[config.mk]
export PLATFORM = sky130hd
export DESIGN_NAME = mem_wb_skid
export DESIGN_NICKNAME = d
export VERILOG_FILES = /design/src/rtl/mem_wb_skid.sv
export SDC_FILE = /design/constraint.sdc
export NUM_CORES = 1
export LEC_CHECK = 0
export ABC_AREA = 1
export CELL_PAD_IN_SITES_DETAIL_PLACEMENT = 0
export CELL_PAD_IN_SITES_GLOBAL_PLACEMENT = 1
export CORE_ASPECT_RATIO = 1.1
export CORE_UTILIZATION = 34
export CTS_CLUSTER_SIZE = 10
export DETAILED_ROUTE_END_ITERATION = 6
export HOLD_SLACK_MARGIN = 0.15
export PLACE_DENSITY = 0.85
export SETUP_SLACK_MARGIN = 0.02
export SLEW_MARGIN = 0
export SYNTH_ARGS = -nofsm -noshare
export SYNTH_HDL_FRONTEND = slang
export SYNTH_SLANG_ARGS = --single-unit
[constraint.sdc]
create_clock -name clk -period 1.3 [get_ports clk]
set_input_delay 0.39 -clock clk [delete_from_list [all_inputs] [get_ports clk]]
set_output_delay 0.39 -clock clk [all_outputs]
set_load 0.01 [all_outputs]
[src/rtl/mem_wb_skid.sv]
// MEM->WB pipeline stage with valid/ready handshake and a 2-entry skid buffer.
// The head register drives the WB outputs. The skid register absorbs one extra
// entry so that in_ready can be a registered signal.
// Optional feature: define MEM_WB_PERF_EN to enable the saturating stall and
// bubble counters. When it is undefined, both counter ports are tied to 0.
module mem_wb_skid #(
  parameter int XLEN  = 32,
  parameter int RD_W  = 5,
  parameter int CNT_W = 16
) (
  input  logic             clk,
  input  logic             rst,
  input  logic             flush,
  input  logic             in_valid,
  output logic             in_ready,
  input  logic [RD_W-1:0]  rd_from_mem,
  input  logic             write_reg_from_mem,
  input  logic             read_mem_from_mem,
  input  logic [XLEN-1:0]  result_from_mem,
  input  logic [XLEN-1:0]  data_from_mem_from_mem,
  output logic             out_valid,
  input  logic             out_ready,
  output logic [RD_W-1:0]  rd_to_reg,
  output logic             write_reg_to_reg,
  output logic             read_mem_to_wb,
  output logic [XLEN-1:0]  result_to_wb,
  output logic [XLEN-1:0]  data_from_mem_to_wb,
  output logic [CNT_W-1:0] perf_stall_cnt,
  output logic [CNT_W-1:0] perf_bubble_cnt
);

  typedef struct packed {
    logic [RD_W-1:0] rd;
    logic            write_reg;
    logic            read_mem;
    logic [XLEN-1:0] result;
    logic [XLEN-1:0] data;
  } entry_t;

  typedef enum logic [1:0] {
    EMPTY = 2'd0,
    ONE   = 2'd1,
    TWO   = 2'd2
  } state_t;

  state_t state_r, state_next_s;
  entry_t head_r, skid_r, in_entry_s;
  logic   in_ready_r;
  logic   head_v_s, accept_s, pop_s;
  logic   load_head_in_s, load_head_skid_s, load_skid_s;

  assign head_v_s   = (state_r != EMPTY);
  assign accept_s   = in_valid & in_ready_r;
  assign pop_s      = head_v_s & out_ready;
  assign in_entry_s = '{rd: rd_from_mem, write_reg: write_reg_from_mem,
                        read_mem: read_mem_from_mem, result: result_from_mem,
                        data: data_from_mem_from_mem};

  // Next-state and register-load selection. Flush overrides accept and pop.
  always_comb begin
    state_next_s     = state_r;
    load_head_in_s   = 1'b0;
    load_head_skid_s = 1'b0;
    load_skid_s      = 1'b0;
    case (state_r)
      EMPTY: begin
        if (accept_s) begin
          load_head_in_s = 1'b1;
          state_next_s   = ONE;
        end else begin
          state_next_s   = EMPTY;
        end
      end
      ONE: begin
        if (accept_s && pop_s) begin
          load_head_in_s = 1'b1;
        end else if (accept_s) begin
          load_skid_s    = 1'b1;
          state_next_s   = TWO;
        end else if (pop_s) begin
          state_next_s   = EMPTY;
        end else begin
          state_next_s   = ONE;
        end
      end
      TWO: begin
        if (pop_s) begin
          load_head_skid_s = 1'b1;
          state_next_s     = ONE;
        end else begin
          state_next_s     = TWO;
        end
      end
      default: begin
        state_next_s = EMPTY;
      end
    endcase
    if (flush) begin
      state_next_s     = EMPTY;
      load_head_in_s   = 1'b0;
      load_head_skid_s = 1'b0;
      load_skid_s      = 1'b0;
    end else begin
      state_next_s     = state_next_s;
    end
  end

  // State register. in_ready is registered as "skid will be empty next cycle".
  always_ff @(posedge clk) begin
    if (rst) begin
      state_r    <= EMPTY;
      in_ready_r <= 1'b1;
    end else begin
      state_r    <= state_next_s;
      in_ready_r <= (state_next_s != TWO);
    end
  end

  // Payload registers. A flush leaves their contents untouched because they
  // are don't-care while invalid.
  always_ff @(posedge clk) begin
    if (rst) begin
      head_r <= '0;
      skid_r <= '0;
    end else begin
      if (load_head_in_s) begin
        head_r <= in_entry_s;
      end else if (load_head_skid_s) begin
        head_r <= skid_r;
      end else begin
        head_r <= head_r;
      end
      if (load_skid_s) begin
        skid_r <= in_entry_s;
      end else begin
        skid_r <= skid_r;
      end
    end
  end

  assign in_ready            = in_ready_r;
  assign out_valid           = head_v_s;
  assign rd_to_reg           = head_r.rd;
  assign write_reg_to_reg    = head_r.write_reg & head_v_s;
  assign read_mem_to_wb      = head_r.read_mem;
  assign result_to_wb        = head_r.result;
  assign data_from_mem_to_wb = head_r.data;

`ifdef MEM_WB_PERF_EN
  logic [CNT_W-1:0] stall_cnt_r, bubble_cnt_r;
  localparam logic [CNT_W-1:0] CNT_MAX = {CNT_W{1'b1}};
  localparam logic [CNT_W-1:0] CNT_ONE = {{(CNT_W-1){1'b0}}, 1'b1};

  // Saturating counters. Only reset clears them, and a flush does not.
  always_ff @(posedge clk) begin
    if (rst) begin
      stall_cnt_r  <= '0;
      bubble_cnt_r <= '0;
    end else begin
      if (head_v_s && !out_ready && (stall_cnt_r != CNT_MAX)) begin
        stall_cnt_r <= stall_cnt_r + CNT_ONE;
      end else begin
        stall_cnt_r <= stall_cnt_r;
      end
      if (!head_v_s && (bubble_cnt_r != CNT_MAX)) begin
        bubble_cnt_r <= bubble_cnt_r + CNT_ONE;
      end else begin
        bubble_cnt_r <= bubble_cnt_r;
      end
    end
  end

  assign perf_stall_cnt  = stall_cnt_r;
  assign perf_bubble_cnt = bubble_cnt_r;
`else
  assign perf_stall_cnt  = '0;
  assign perf_bubble_cnt = '0;
`endif

endmodule

==> out/results.ini <==
[power_and_ir_drop]
p_comb_frac = 0.184
p_sw_frac = 0.268
p_total_mw = 11.9
peakVddDrop_v = 0.000818
internal_power_mw = 8.68
p_leak_nw = 4.83
p_clk_frac = 0.415
p_seq_frac = 0.401
p_sw_mw = 3.18
power_density_nw_per_um2 = 1030

[detailed_routing]
wl_met3_um = 1130
drc = 0
wl_per_cell_um = 17.3
firstDrtPassIters = 5
wl_met1_um = 11200
highest_layer = met4
dr.first_iter.drc_count = 335
dr_wl_met2_um = 11600
avgViaCountPerCell = 4.82
num_vias = 6801
drt_wl_total_um = 24400
ant_nets = 0

[cells_and_area]
fillers = 2146
areaGrowthSynthToFinish_pct = 43.9
multi_input_area_um2 = 4220
utilization = 0.501
nNetsFinal = 1175
drive_gt1_frac = 0.488
largest_reg_flops = 71
largest_register = skid_r
ff_latch_area_um2 = 2990

[setup_path]
start_kind = flop
rrSetupSlack_ps = -230
arrival_ps = 1880
required_ps = 1650
worst_setup_path_end_kind = flop
crit_type = reg -> reg
critPathMaxFanout = 12

[grt]
grt_pass1_vias = 6017
grt_usage = 0.170
grt_overflow = 0
antenna_found_initial = 1
grt_max_degree = 66
grt_pass1_wl_um = 31900

[outcome]
violations = setup timing
outcome = finished with violations

[sta]
worst_slack_ps = -229
rsz0062_at_grt = yes
fmax_mhz = 654
setup_tns_ps = -24580
fin_skew_ps = 9.32
setup_viol = 146
maxSlewViolCount = 0
finalCritPeriodShare = 1.18
hold_violations = 0
period_minus_slack_ps = 1530

[floorplanning]
dieArea_um2 = 24100
die_w_um = 148
coreArea_um2 = 22900
rows = 58
floorplan.initialDensity = 0.348
die_h_um = 163
ioPinCount = 181

[synth]
synth-compound-area-share = 0.167
synth_top_area_frac = 0.364
ys_ff_latch = 145
yosysWarningCount = 0
synthTopCellsByArea = dfxtp_1, nand3b_1, buf_4
synth_seq_area_share = 0.364
synth-adder-area-share = 0
synth_xor_area_frac = 0
synth_area_leader_cell = dfxtp_1
synth.area.mux_share = 0
synth_cells = 988
ys_types = 24
syn_avg_cell_area_um2 = 8.08
synthSimpleGateAreaFrac = 0.272
synth_top_family_by_area = simple AND/OR/NAND/NOR gates
netlist_area_um2 = 7990

[hold_path]
hp-class = reg -> reg

[run]
drv_cap = 0

[placed_design]
gp_congestion = 0.749
dp_hpwl_um = 12000
portBuffers = 148
place_ws_ps = -662

[clock_tree]
cts-root-buf = clkbuf_16
cts_tree = built
htree_num_levels = 4
cts_buffers = 17
cts_buffer_depth = 2
clkLatencyLatePin_ps = 420
numClockSinks = 145
cts.clk_slew.worst_paths_ps = 60

worst paths after layout:
| check | cells past startpoint | end | from |
|---|---|---|---|
| min reg2reg | 2 | skid_r[64] | skid_r[64] |
| min | 2 | skid_r[64] | skid_r[64] |
| max | 9 | data_from_mem_to_wb[3] | state_r[1] |
| max reg2reg | 9 | data_from_mem_to_wb[3] | state_r[1] |
cells in the final DEF (no fill, tap or decap), types with 32 or more instances in the layout:
cell type / netlist / layout
clkbuf_16: 0 / 36
dfxtp_1: 145 / 75
conb_1: 1 / 32
nand3b_1: 141 / 141
inv_1: 77 / 74
clkdlybuf4s50_1: 0 / 72
nand2_1: 148 / 128
o21ai_2: 0 / 32
buf_6: 17 / 58
dfxtp_2: 0 / 69
a21oi_2: 70 / 133
nor2_2: 72 / 71
final cells by class:
cell class	instances	area share
Multi-Input combinational cell	620	0.367
Timing Repair Buffer	237	0.264
Sequential cell	145	0.260
Clock buffer	20	0.0406
Tap cell	300	0.0327
Inverter	78	0.0257
Clock inverter	10	0.00969
Antenna cell	1	0.000218
critical path: stages, from the launching register on:
cell,delay (ps)
dfxtp_2,340
buf_6,120
nor2_4,130
buf_12,140
nand3_4,140
buf_12,190
buf_16,150
nand3b_1,80
nand2_1,60
nor2_2,100
what timing repair did:
action,CTS,global route
pin swaps,2,125
hold buffers,0,0
buffers inserted,6,6
resized for setup,383,290
gates cloned,9,24
endpoints found under the setup margin,218,210
cell families (layout without fill, tap and decap cells):
group	Yosys count	count (layout)
flip-flops	145	145
AO/OA/AOI/OAI	214	214
buffers and inverters	254	345
other	1	33
AND/OR/NAND/NOR	374	374
power by group through the flow:
stage                     registers [mW]  clock network (mW)  logic (mW)
final                               4.76                4.92        2.18
after floorplan                     4.78                   0        1.41
after global placement              4.80                   0        1.89
after CTS                           4.72                5.01        1.88
after detailed placement            4.80                   0        1.90
after global routing                4.77                5.22        2.35
per-layer routing:
metal / GRT usage / vias up
met3: 0.0350 / 33
met5: 0 / -
met2: 0.281 / 195
li1: - / 3314
met1: 0.220 / 3259
met4: 0.0548 / 0
cells in the mapped netlist (all sizes together):
cell,number
nand3b,141
buf,150
conb,1
a21oi,142
dfxtp,145
o21ai,72
nor2,77
clkbuf,26
inv,78
nand2,151
nor3b,1
nand3,4
metrics by stage:
step / cells / instance area [µm²] / hold WS (ps)
floorplan: 1019 / 8120 / 430
global placement: 1337 / 9260 / 437
detailed placement: 1337 / 9260 / 441
CTS: 1382 / 10000 / 450
global route: 1411 / 11500 / 474
finish: 1411 / 11500 / 462
Power figures use the tool's default switching activity.
